--- config.mk ---
export PLATFORM = sky130hd
export DESIGN_NAME = mmcm_div_request
export DESIGN_NICKNAME = d
export VERILOG_FILES = /design/src/rtl/mmcm_div_request.sv
export SDC_FILE = /design/constraint.sdc
export NUM_CORES = 1
export LEC_CHECK = 0
export BUFFER_PORTS_ARGS = -buffer_cell sky130_fd_sc_hd__buf_2
export CAP_MARGIN = 25
export CORE_UTILIZATION = 31
export CTS_CLUSTER_DIAMETER = 150
export CTS_CLUSTER_SIZE = 8
export DETAILED_ROUTE_END_ITERATION = 6
export GPL_ROUTABILITY_DRIVEN = 0
export SLEW_MARGIN = 20
export SYNTH_ARGS = -nofsm -noshare
export SYNTH_HDL_FRONTEND = slang
export SYNTH_SLANG_ARGS = --single-unit
--- constraint.sdc ---
create_clock -name dclk -period 2.7 [get_ports dclk]
set_input_delay 0.135 -clock dclk [delete_from_list [all_inputs] [get_ports dclk]]
set_output_delay 0.135 -clock dclk [all_outputs]
set_load 0.005 [all_outputs]
--- src/rtl/mmcm_div_request.sv ---
// Request front-end for the xilinx7_reconfig DRP engine: encodes a CLKOUT0 divide, starts the
// engine, waits for done plus a filtered lock. Optional lock timeout/retry via MMCM_LOCK_TIMEOUT_EN.
module mmcm_div_request #(
    parameter int DEFAULT_DIV  = 20,
    parameter int LOCK_FILTER  = 16,
    parameter int LOCK_TIMEOUT = 1048576,
    parameter int MAX_RETRY    = 3
) (
    input  logic       dclk,
    input  logic       rst,
    input  logic       req_valid,
    input  logic [6:0] req_div,
    output logic       req_ready,
    input  logic       eng_ready,
    input  logic       reconfig_done,
    input  logic       mmcm_locked,
    output logic       start_reconfig,
    output logic [5:0] clkout0_high_time,
    output logic [5:0] clkout0_low_time,
    output logic       clkout0_edge,
    output logic       clkout0_no_count,
    output logic       busy,
    output logic [6:0] cur_div,
    output logic       err_range,
    output logic       err_timeout
);

    typedef enum logic [2:0] {
        IDLE,
        SETUP,
        ISSUE,
        WAIT_DONE,
        WAIT_LOCK
    } state_t;

    typedef struct packed {
        logic [5:0] high;
        logic [5:0] low;
        logic       edge_b;
        logic       no_count;
    } fields_t;

    localparam int              LC_W        = $clog2(LOCK_FILTER + 1);
    localparam logic [LC_W-1:0] LOCK_TARGET = LC_W'(LOCK_FILTER);

    // Divide 1 bypasses the counter; otherwise the odd half-cycle goes to the low time.
    function automatic fields_t encode_div(input logic [5:0] d);
        fields_t f;
        if (d == 6'd1) begin
            f.high     = 6'd1;
            f.low      = 6'd1;
            f.edge_b   = 1'b0;
            f.no_count = 1'b1;
        end else begin
            f.high     = {1'b0, d[5:1]};
            f.low      = d - {1'b0, d[5:1]};
            f.edge_b   = d[0];
            f.no_count = 1'b0;
        end
        return f;
    endfunction

    localparam fields_t    RESET_FIELDS = encode_div(6'(DEFAULT_DIV));
    localparam logic [6:0] RESET_DIV    = 7'(DEFAULT_DIV);

    state_t          state_q, state_d;
    fields_t         fields_q, fields_d;
    logic [6:0]      div_q, div_d;
    logic [6:0]      cur_div_q, cur_div_d;
    logic [LC_W-1:0] lock_cnt_q, lock_cnt_d;
    logic            start_q, start_d;
    logic            err_range_q, err_range_d;
    logic            div_in_range;

`ifdef MMCM_LOCK_TIMEOUT_EN
    localparam int              TO_W    = $clog2(LOCK_TIMEOUT + 1);
    localparam logic [TO_W-1:0] TO_LAST = TO_W'(LOCK_TIMEOUT - 1);
    localparam int              RT_W    = $clog2(MAX_RETRY + 2);
    localparam logic [RT_W-1:0] RT_LAST = RT_W'(MAX_RETRY);

    logic [TO_W-1:0] to_q, to_d;
    logic [RT_W-1:0] retry_q, retry_d;
    logic            err_to_q, err_to_d;
`endif

    assign div_in_range = (req_div != 7'd0) && !req_div[6];

    always_comb begin
        state_d     = state_q;
        fields_d    = fields_q;
        div_d       = div_q;
        cur_div_d   = cur_div_q;
        lock_cnt_d  = lock_cnt_q;
        start_d     = 1'b0;
        err_range_d = 1'b0;
`ifdef MMCM_LOCK_TIMEOUT_EN
        to_d        = to_q;
        retry_d     = retry_q;
        err_to_d    = 1'b0;
`endif
        case (state_q)
            IDLE: begin
                if (req_valid) begin
                    if (div_in_range) begin
                        fields_d = encode_div(req_div[5:0]);
                        div_d    = req_div;
                        state_d  = SETUP;
`ifdef MMCM_LOCK_TIMEOUT_EN
                        retry_d  = '0;
`endif
                    end else begin
                        err_range_d = 1'b1;
                    end
                end
            end
            SETUP: state_d = ISSUE;
            ISSUE: begin
                if (eng_ready) begin
                    start_d = 1'b1;
                    state_d = WAIT_DONE;
`ifdef MMCM_LOCK_TIMEOUT_EN
                    // Counter equals edges elapsed since the start edge.
                    to_d    = TO_W'(1);
`endif
                end
            end
            WAIT_DONE: begin
                if (reconfig_done) begin
                    lock_cnt_d = '0;
                    state_d    = WAIT_LOCK;
                end
            end
            WAIT_LOCK: begin
                if (lock_cnt_q == LOCK_TARGET) begin
                    cur_div_d = div_q;
                    state_d   = IDLE;
                end else if (mmcm_locked) begin
                    lock_cnt_d = lock_cnt_q + LC_W'(1);
                end else begin
                    lock_cnt_d = '0;
                end
            end
            default: state_d = IDLE;
        endcase
`ifdef MMCM_LOCK_TIMEOUT_EN
        // Progress (done seen, lock filtered) wins over a timeout landing on the same edge.
        if (state_q inside {WAIT_DONE, WAIT_LOCK}) begin
            to_d = to_q + TO_W'(1);
            if (state_d == state_q && to_q >= TO_LAST) begin
                if (retry_q == RT_LAST) begin
                    err_to_d = 1'b1;
                    state_d  = IDLE;
                end else begin
                    retry_d = retry_q + RT_W'(1);
                    state_d = ISSUE;
                end
            end
        end
`endif
    end

    always_ff @(posedge dclk) begin
        if (rst) begin
            state_q     <= IDLE;
            fields_q    <= RESET_FIELDS;
            div_q       <= RESET_DIV;
            cur_div_q   <= RESET_DIV;
            lock_cnt_q  <= '0;
            start_q     <= 1'b0;
            err_range_q <= 1'b0;
`ifdef MMCM_LOCK_TIMEOUT_EN
            to_q        <= '0;
            retry_q     <= '0;
            err_to_q    <= 1'b0;
`endif
        end else begin
            state_q     <= state_d;
            fields_q    <= fields_d;
            div_q       <= div_d;
            cur_div_q   <= cur_div_d;
            lock_cnt_q  <= lock_cnt_d;
            start_q     <= start_d;
            err_range_q <= err_range_d;
`ifdef MMCM_LOCK_TIMEOUT_EN
            to_q        <= to_d;
            retry_q     <= retry_d;
            err_to_q    <= err_to_d;
`endif
        end
    end

    assign req_ready         = (state_q == IDLE) & ~rst;
    assign busy              = (state_q != IDLE);
    assign start_reconfig    = start_q;
    assign clkout0_high_time = fields_q.high;
    assign clkout0_low_time  = fields_q.low;
    assign clkout0_edge      = fields_q.edge_b;
    assign clkout0_no_count  = fields_q.no_count;
    assign cur_div           = cur_div_q;
    assign err_range         = err_range_q;

`ifdef MMCM_LOCK_TIMEOUT_EN
    assign err_timeout = err_to_q;
`else
    // Timeout parameters are inert here but stay referenced so both builds share one parameter list.
    localparam logic TIMEOUT_PARAMS_OK = (LOCK_TIMEOUT >= 2) && (MAX_RETRY >= 0);
    assign err_timeout = 1'b0 & TIMEOUT_PARAMS_OK;
`endif

endmodule

* Word-level counts from Yosys, hierarchy flattened
Cells that the tools add are included.
** Cells by class
- Muxes and demuxes :: 13
- Reduce and logical (&&, ||, !) cells :: 12
- Eq/ne operators :: 12
- Bitwise gates (word level) :: 5
- $add $sub $neg :: 2
** Operators by type and width (number)
- 3-bit two-way mux :: 5
- 5-bit two-way mux :: 3
- 3-bit case mux with 5 select lines :: 1
- 13-bit two-way mux :: 1
- 2-bit != test, second input constant :: 6
- 5-bit case mux with 2 select lines :: 1
- 7-bit nonzero test :: 1
- 3-bit by 2-bit equality test with 1-bit output, second input constant :: 2
- 6-bit by 1-bit equality test with 1-bit output, second input constant :: 1
- 3-bit AND reduction :: 2
- 6-bit by 5-bit subtractor with 6-bit output :: 1
- 5-bit by 1-bit adder with 5-bit output, second input constant :: 1
- 5-bit equality test, second input constant :: 1
- 5-bit AND reduction :: 1
- 1-bit NOT :: 4
- 3-bit by 1-bit equality test with 1-bit output, second input constant :: 1
- 3-bit equality test, second input constant :: 1
- 3-bit zero test :: 1
- 3-bit nonzero test :: 1
- 3-bit OR reduction :: 1
- 1-bit two-way mux :: 2
- 2-bit AND reduction :: 1
- 2-bit nonzero test :: 1
- 2-bit OR reduction :: 1
- other kinds (3) :: 3
** Word-level totals
- Word-level logic and storage cells :: 54
- Register bits after elaboration :: 38
- Output and inout port bits :: 26
- Bits of input ports :: 13

* Longest topological paths before layout
Gate-level depths: netlist of the first run.
- Word-level depth :: 5
- Mapped depth :: 8
- Depth with buffers taken out :: 8

* Worst setup path before layout of the first run
No wires, ideal clock.
- Kind :: reg2reg
- Start :: register state_q[2]
- End :: register fields_q (netlist bit clkout0_low_time[3])
- Path buffers :: 2
- Path slack :: 1.021 ns
- Setup time :: 0.120 ns
- Clock period less this slack :: 1.679 ns
- Stages on the path, launching flop included :: 7
- Required time :: 2.580 ns
- Data arrival time :: 1.560 ns
- Path through :: dfxtp_1 or3_4 or3_1 buf_2 buf_6 a21oi_2 o21ai_1
** On the way
- Word-level cells in the longest chain between the ends :: 2
** Ends and longest elaborated chain
- start, declared :: RTL line 66 : state_t state_q, state_d;
- start signal, assigned :: RTL line 177 : state_q <= state_d;
- 3-bit zero test :: RTL line 101 : case (state_q)
- 3-bit AND reduction (no line)
- end signal, assigned :: RTL line 178 : fields_q <= fields_d;
- end, declared :: RTL line 67 : fields_t fields_q, fields_d;
No other way between the ends.
A chain may end at the register's enable or synchronous reset.

* Worst setup path in the final report of the first run
- Start :: register lock_cnt_q[0]
- End :: register cur_div_q[2], in the netlist cur_div[2]
** On the way
- Word-level cells in the longest chain between the ends :: 2
** Ends and longest elaborated chain
- start, declared :: RTL line 70 : logic [LC_W-1:0] lock_cnt_q, lock_cnt_d;
- start signal, assigned :: RTL line 181 : lock_cnt_q <= lock_cnt_d;
- 5-bit equality test :: RTL line 134 : if (lock_cnt_q == LOCK_TARGET) begin
- 2-bit AND reduction (no line)
- end signal, assigned :: RTL line 180 : cur_div_q <= cur_div_d;
- end, declared :: RTL line 69 : logic [6:0] cur_div_q, cur_div_d;
No other way between the ends.

==> metrics.cfg, run 1 <==
[clock_tree]
post_cts_buffers = 0
cts-htree-levels = 2
clockBufferDepth = 2
ctsHoldBuffers = 0
clockRootBuffer = clkbuf_8
cts_tree = done
cts_resized = 0
clock_latency_ps = 290
cts.sinks = 37
path_clk_slew_ps = 80
numCtsBuffers = 5

[worst_hold_path]
holdCritPathClass = input pin to flop
hp-start = req_div[4]

[critical_path]
critPathBufInv = 1
crit_family = simple AND/OR/NAND/NOR gates
worst_path_largest_cell_delay_ps = 740
crit_chain = inv_1, ha_1, nand4bb_1, or4b_1, a211o_1
cp_slowest_cell = or4b_1
crit_arrival_ps = 2120
cp_max_fo = 9
endpoint_kind = flop
cp.required_ps = 2880
critPathLaunch = lock_cnt_q[0]$_SDFFE_PP0P_
rr_startpoint = lock_cnt_q[0]$_SDFFE_PP0P_
cp-start-kind = flop
worstSetupPathType = flop to flop

[grt]
gr-usage-met1 = 0.176
grt_use_met3 = 0.0383
grt_pass1_vias = 1299
grt-ovfl-total = 0
grtUsageMet2 = 0.197
grt_max_degree = 36
grt_first_pass_wirelength_mm = 6.15
grt_most_used_layer = met2
antenna_found_initial = 0
grt.total_usage = 0.132

[final_layout]
antenna-diode-count = 0
multiInputGateArea_um2 = 863
fillCellCount = 565
nets = 245
final_cell_mix = dfxtp_1 (37), buf_2 (36), nor2_1 (28)
final_common_cell = dfxtp_1
drive_gt1_frac = 0.249
synthToLayoutAreaGrowth_pct = 18.7
regArea_um2 = 741
final_cells = 291

[sta]
timing.fmax_ghz = 0.516
worst_pin_slew_ps = 664
finalSetupViolCount = 0
rsz0062_at_grt = no
hold_viol_final = 0
setup-tns-final_ps = 0
hold_slack_ps = 101
fin_skew_ps = 6.77
min_period_ps = 1940
min_period_over_period = 0.718
final_max_slew_viol_count = 0
slew-limit-headroom = 0.557

[run]
drv_cap = 0

[drt]
vias = 1367
drt-total-wl_mm = 3.55
drc = 0
first_iter_violations = 79
firstDrtPassIters = 4
via_per_inst = 4.70
wire_per_inst_um = 12.2
antenna_left = 0

[yosys]
ys.flop_type = dfxtp_1
synth_fa_ha_area_frac = 0.0926
synth_top_family_by_area = simple AND/OR/NAND/NOR gates
ys_warn_count = 0
synthSimpleGateAreaFrac = 0.209
ys_ff_latch = 37
synth_edf_count = 0
synth_compound_area_frac = 0.141
netlist_instances = 186
avgSynthCellArea_um2 = 9.16
synthMuxAreaShare = 0.0294
yosysSeqAreaShare = 0.435
synthArstFlopShare = 0
synth-xor-area-share = 0.0309
yosysUniqueCellTypes = 44
netlist_area_um2 = 1700

[placement]
port_buffers = 36
dp_hpwl_mm = 2.59
place_inst = 283

[floorplan]
rows = 26
fp.dieW_um = 76.1
initial_core_util = 0.327
die_area_um2 = 5790
die_h_um = 76.1
ios = 39
coreArea_um2 = 5200

[pwr]
ir_drop_uv = 168
p_total_mw = 1.16
power.static_leakage_nw = 0.927
p_per_area_nw_per_um2 = 574

[outcome]
status = complete, no violations

==> power breakdown <==
group | switching (mW) | leakage [nW] | internal, mW | total [mW]
combinational | 0.0873 | 0.572 | 0.0649 | 0.152
clock | 0.195 | 0.0542 | 0.231 | 0.425
sequential | 0.0148 | 0.301 | 0.569 | 0.584
==> final cells by class <==
class	count	area share
multi-input cells	128	0.427
inverters	11	0.0204
well taps	70	0.0433
clock inverters	1	0.00248
clock buffers	7	0.0476
repair buffers	37	0.0928
flip-flops and latches	37	0.366
==> synth_stat cells, types with 5 or more instances <==
cell type | n | area (µm²)
dfxtp_1 | 37 | 741
nand2_1 | 14 | 52.6
a22oi_1 | 5 | 37.5
mux2i_1 | 5 | 50.1
inv_1 | 11 | 41.3
nor2_1 | 28 | 105
xor2_1 | 5 | 43.8
a21oi_1 | 8 | 40.0
ha_1 | 11 | 138
==> through the flow <==
step | setup WS (ps) | cell area [µm²] | util
finish | 761 | 2020 | 0.388
global route | 635 | 2020 | 0.388
CTS | 747 | 2020 | 0.388
detailed placement | 751 | 1920 | 0.369
global placement | 770 | 1920 | 0.369
floorplan | 1020 | 1710 | -
==> routing by layer <==
layer / wire (µm) / vias up
li1: - / 704
met2: 1570 / 22
met3: 137 / 5
met1: 1790 / 636
met5: 0 / -
met4: 54 / 0
==> kinds of logic after synthesis <==
logic type	Yosys count
compound gates	34
buf+inv	22
xor+xnor	6
fa+ha+maj	12
mux	5
flops	37
simple gates	69
other cells	1
==> state kept, by name (all words and copies together) (netlist names) <==
register,cells
clkout0_no_count,1
start_reconfig,1
clkout0_edge,1
err_range,1
cur_div,7
lock_cnt_q,5
div_q,7
clkout0_low_time,6
clkout0_high_time,5
state_q,3
==> worst register-to-register path, delay by kind of cell (launching register included) <==
family,cells,cell delay (ps)
buf+inv,1,70
compound gates,1,370
flops,1,350
simple gates,2,900
fa+ha+maj,1,140
==> worst paths after layout <==
path                                           endpoint  cells past startpoint  slack, ps
worst max register to register  cur_div[2]$_SDFFE_PP1P_                      5        760
worst min-delay path              div_q[4]$_SDFFE_PP1P_                      2        100
worst min register to register    div_q[1]$_SDFFE_PP0P_                      2        460
worst max-delay path            cur_div[2]$_SDFFE_PP1P_                      5        760
Power figures use the tool's default switching activity.
==> inputs of run 2 (changes only) <==
==> constraint.sdc (replaced) <==
create_clock -name dclk -period 1.7 [get_ports dclk]
set_input_delay 0.085 -clock dclk [delete_from_list [all_inputs] [get_ports dclk]]
set_output_delay 0.085 -clock dclk [all_outputs]
set_load 0.005 [all_outputs]
==> run 2 against run 1 <==
Effect of this change: via count is 4.2% higher; largest cell class unchanged; first-iteration DRC count is 18% higher; wire length is 3.6% higher; design area is 12% higher; clock power is 77% higher; worst setup slack worse by 710 ps; largest power group unchanged; hold slack worse by 67 ps; total power is 70% higher.
==> metrics.cfg, run 2 (same netlist as run 1, synthesis figures left out) <==
[grt]
grt_first_pass_wirelength_mm = 6.34  ; was 6.15 mm
grt_max_degree = 29  ; was 36
antenna_found_initial = 0  ; unchanged
grt_pass1_vias = 1392  ; was 1299
grt-ovfl-total = 0  ; unchanged
grt.total_usage = 0.138  ; was 0.132

[drt]
firstDrtPassIters = 4  ; unchanged
via_per_inst = 4.52  ; was 4.70
drt-total-wl_mm = 3.68  ; was 3.55 mm
first_iter_violations = 93  ; was 79
antenna_left = 0  ; unchanged
drc = 0  ; unchanged
vias = 1425  ; was 1367
wire_per_inst_um = 11.7  ; was 12.2 µm

[critical_path]
cp_slowest_cell = or4b_4  ; was or4b_1
worstSetupPathType = flop to flop  ; unchanged
cp-start-kind = flop  ; unchanged
crit_chain = inv_2, ha_4, nand4bb_1, or4b_4, buf_6, a211o_1  ; was inv_1, ha_1, nand4bb_1, or4b_1, a211o_1
crit_arrival_ps = 1830  ; was 2120 ps
cp.required_ps = 1880  ; was 2880 ps
worst_path_largest_cell_delay_ps = 510  ; was 740 ps
crit_family = simple AND/OR/NAND/NOR gates  ; unchanged
critPathBufInv = 2  ; was 1
cp_max_fo = 5  ; was 9
endpoint_kind = flop  ; unchanged

[final_layout]
final_util = 0.434  ; was 0.388
final_cell_mix = buf_2 (37), dfxtp_1 (35), nor2_1 (28)  ; was dfxtp_1 (37), buf_2 (36), nor2_1 (28)
stdcell_area_um2 = 2260  ; was 2020 µm²
nets = 269  ; was 245
final_common_cell = buf_2  ; was dfxtp_1
final_cells = 315  ; was 291
drive_gt1_frac = 0.363  ; was 0.249
antenna-diode-count = 0  ; unchanged
synthToLayoutAreaGrowth_pct = 32.8  ; was 18.7%

[clock_tree]
clockBufferDepth = 2  ; unchanged
path_clk_slew_ps = 80  ; about the same
cts.sinks = 37  ; unchanged
clock_latency_ps = 290  ; about the same
numCtsBuffers = 5  ; unchanged
cts_tree = done  ; unchanged
clockRootBuffer = clkbuf_8  ; unchanged
ctsHoldBuffers = 0  ; unchanged
cts-htree-levels = 2  ; unchanged

[pwr]
p_int_mw = 1.48  ; was 0.865 mW
seqPwrFrac = 0.468  ; was 0.503
power.static_leakage_nw = 1.06  ; was 0.927 nW
power_switching_mw = 0.487  ; was 0.297 mW
swShare = 0.247  ; was 0.256
p_total_mw = 1.97  ; was 1.16 mW
pwr-share-clk = 0.382  ; was 0.366
power_frac_comb = 0.150  ; was 0.131
p_per_area_nw_per_um2 = 872  ; was 574 nW/µm²
ir_drop_uv = 361  ; was 168 µV

[sta]
finalSetupViolCount = 0  ; unchanged
fin_ws_ps = 54.9  ; was 761 ps
worst_pin_slew_ps = 555  ; was 664 ps
min_period_over_period = 0.968  ; was 0.718
min_period_ps = 1650  ; was 1940 ps
hold_viol_final = 0  ; unchanged
rsz0062_at_grt = yes  ; was no
fin_skew_ps = 7.69  ; was 6.77 ps
final_max_slew_viol_count = 0  ; unchanged
timing.fmax_ghz = 0.608  ; was 0.516 GHz
slew-limit-headroom = 0.630  ; was 0.557

[floorplan]
fp.dieW_um = 76.1  ; unchanged
initial_core_util = 0.327  ; unchanged
die_area_um2 = 5790  ; unchanged
ios = 39  ; unchanged
coreArea_um2 = 5200  ; unchanged
die_h_um = 76.1  ; unchanged
rows = 26  ; unchanged

[worst_hold_path]
holdCritPathClass = input pin to flop  ; unchanged

[placement]
dp_hpwl_mm = 2.75  ; was 2.59 mm
dpl-instance-area_um2 = 2060  ; was 1920 µm²
place_inst = 302  ; was 283
port_buffers = 36  ; unchanged
place_ws_ps = -0.748  ; was 751 ps

[run]
drv_cap = 0  ; unchanged

[outcome]
status = complete, no violations  ; unchanged

## run 2: changes by cell type in the layout (fill, tap and decap cells not counted), moves of 3 or more
| cell | previous run | this run |
|---|---|---|
| a22oi_2 | 0 | 3 |
| a22oi_1 | 5 | 2 |
| buf_6 | 0 | 3 |
| buf_4 | 1 | 21 |
## run 2: area by class of cell
type / instances / area, µm²
inverters: 11 / 41.3
clock inverters: 2 / 38.8
fillers: 553 / 2940
repair buffers: 61 / 377
well taps: 70 / 87.6
multi-input cells: 128 / 901
flip-flops and latches: 37 / 743
clock buffers: 6 / 72.6
## run 2: per-stage QoR
| step | hold slack (ps) | TNS [ps] |
|---|---|---|
| 6_report | 34.0 | 0 |
| 5_1_grt | 37.5 | -42.5 |
| 4_1_cts | 25.9 | 0 |
| 3_5_place_dp | 337 | -1.35 |
| 3_3_place_gp | 338 | 0 |
| 2_1_floorplan | 203 | 0 |
## run 2: worst paths after layout
kind              depth (start not counted)                       to                  startpoint  slack [ps]
setup / recovery                          6  cur_div[2]$_SDFFE_PP1P_  lock_cnt_q[1]$_SDFFE_PP0P_          50
hold / removal                            2     err_range$_SDFF_PP0_                   req_valid          30
setup reg to reg                          6  cur_div[2]$_SDFFE_PP1P_  lock_cnt_q[1]$_SDFFE_PP0P_          50
hold reg to reg                           1  cur_div[2]$_SDFFE_PP1P_     cur_div[2]$_SDFFE_PP1P_         460
## run 2: power groups by stage
stage / Clock [mW] / Sequential (mW) / Combinational [mW]
3_5_place_dp: 0 / 0.942 / 0.282
3_3_place_gp: 0 / 0.942 / 0.280
2_1_floorplan: 0 / 0.946 / 0.166
5_1_grt: 0.817 / 0.928 / 0.330
6_report: 0.753 / 0.923 / 0.296
4_1_cts: 0.776 / 0.922 / 0.284
## run 2: worst register-to-register path, cell delays in order (launching register included)
cell	delay [ps]
dfxtp_2	330
inv_2	70
ha_4	120
nand4bb_1	110
or4b_4	510
buf_6	150
a211o_1	240
## run 2: per-layer routing
layer	GRT usage	part of all wire	vias to the layer above
met5	0	0	-
met4	0.0635	0.020	0
met3	0.0371	0.034	6
met2	0.214	0.44	22
met1	0.178	0.50	650
li1	-	-	747
## run 2: timing repair
item	CTS	global route
pin swaps	3	2
gates resized for setup	8	7
cloned	1	0
setup endpoints to repair	2	14
buffers inserted	2	2
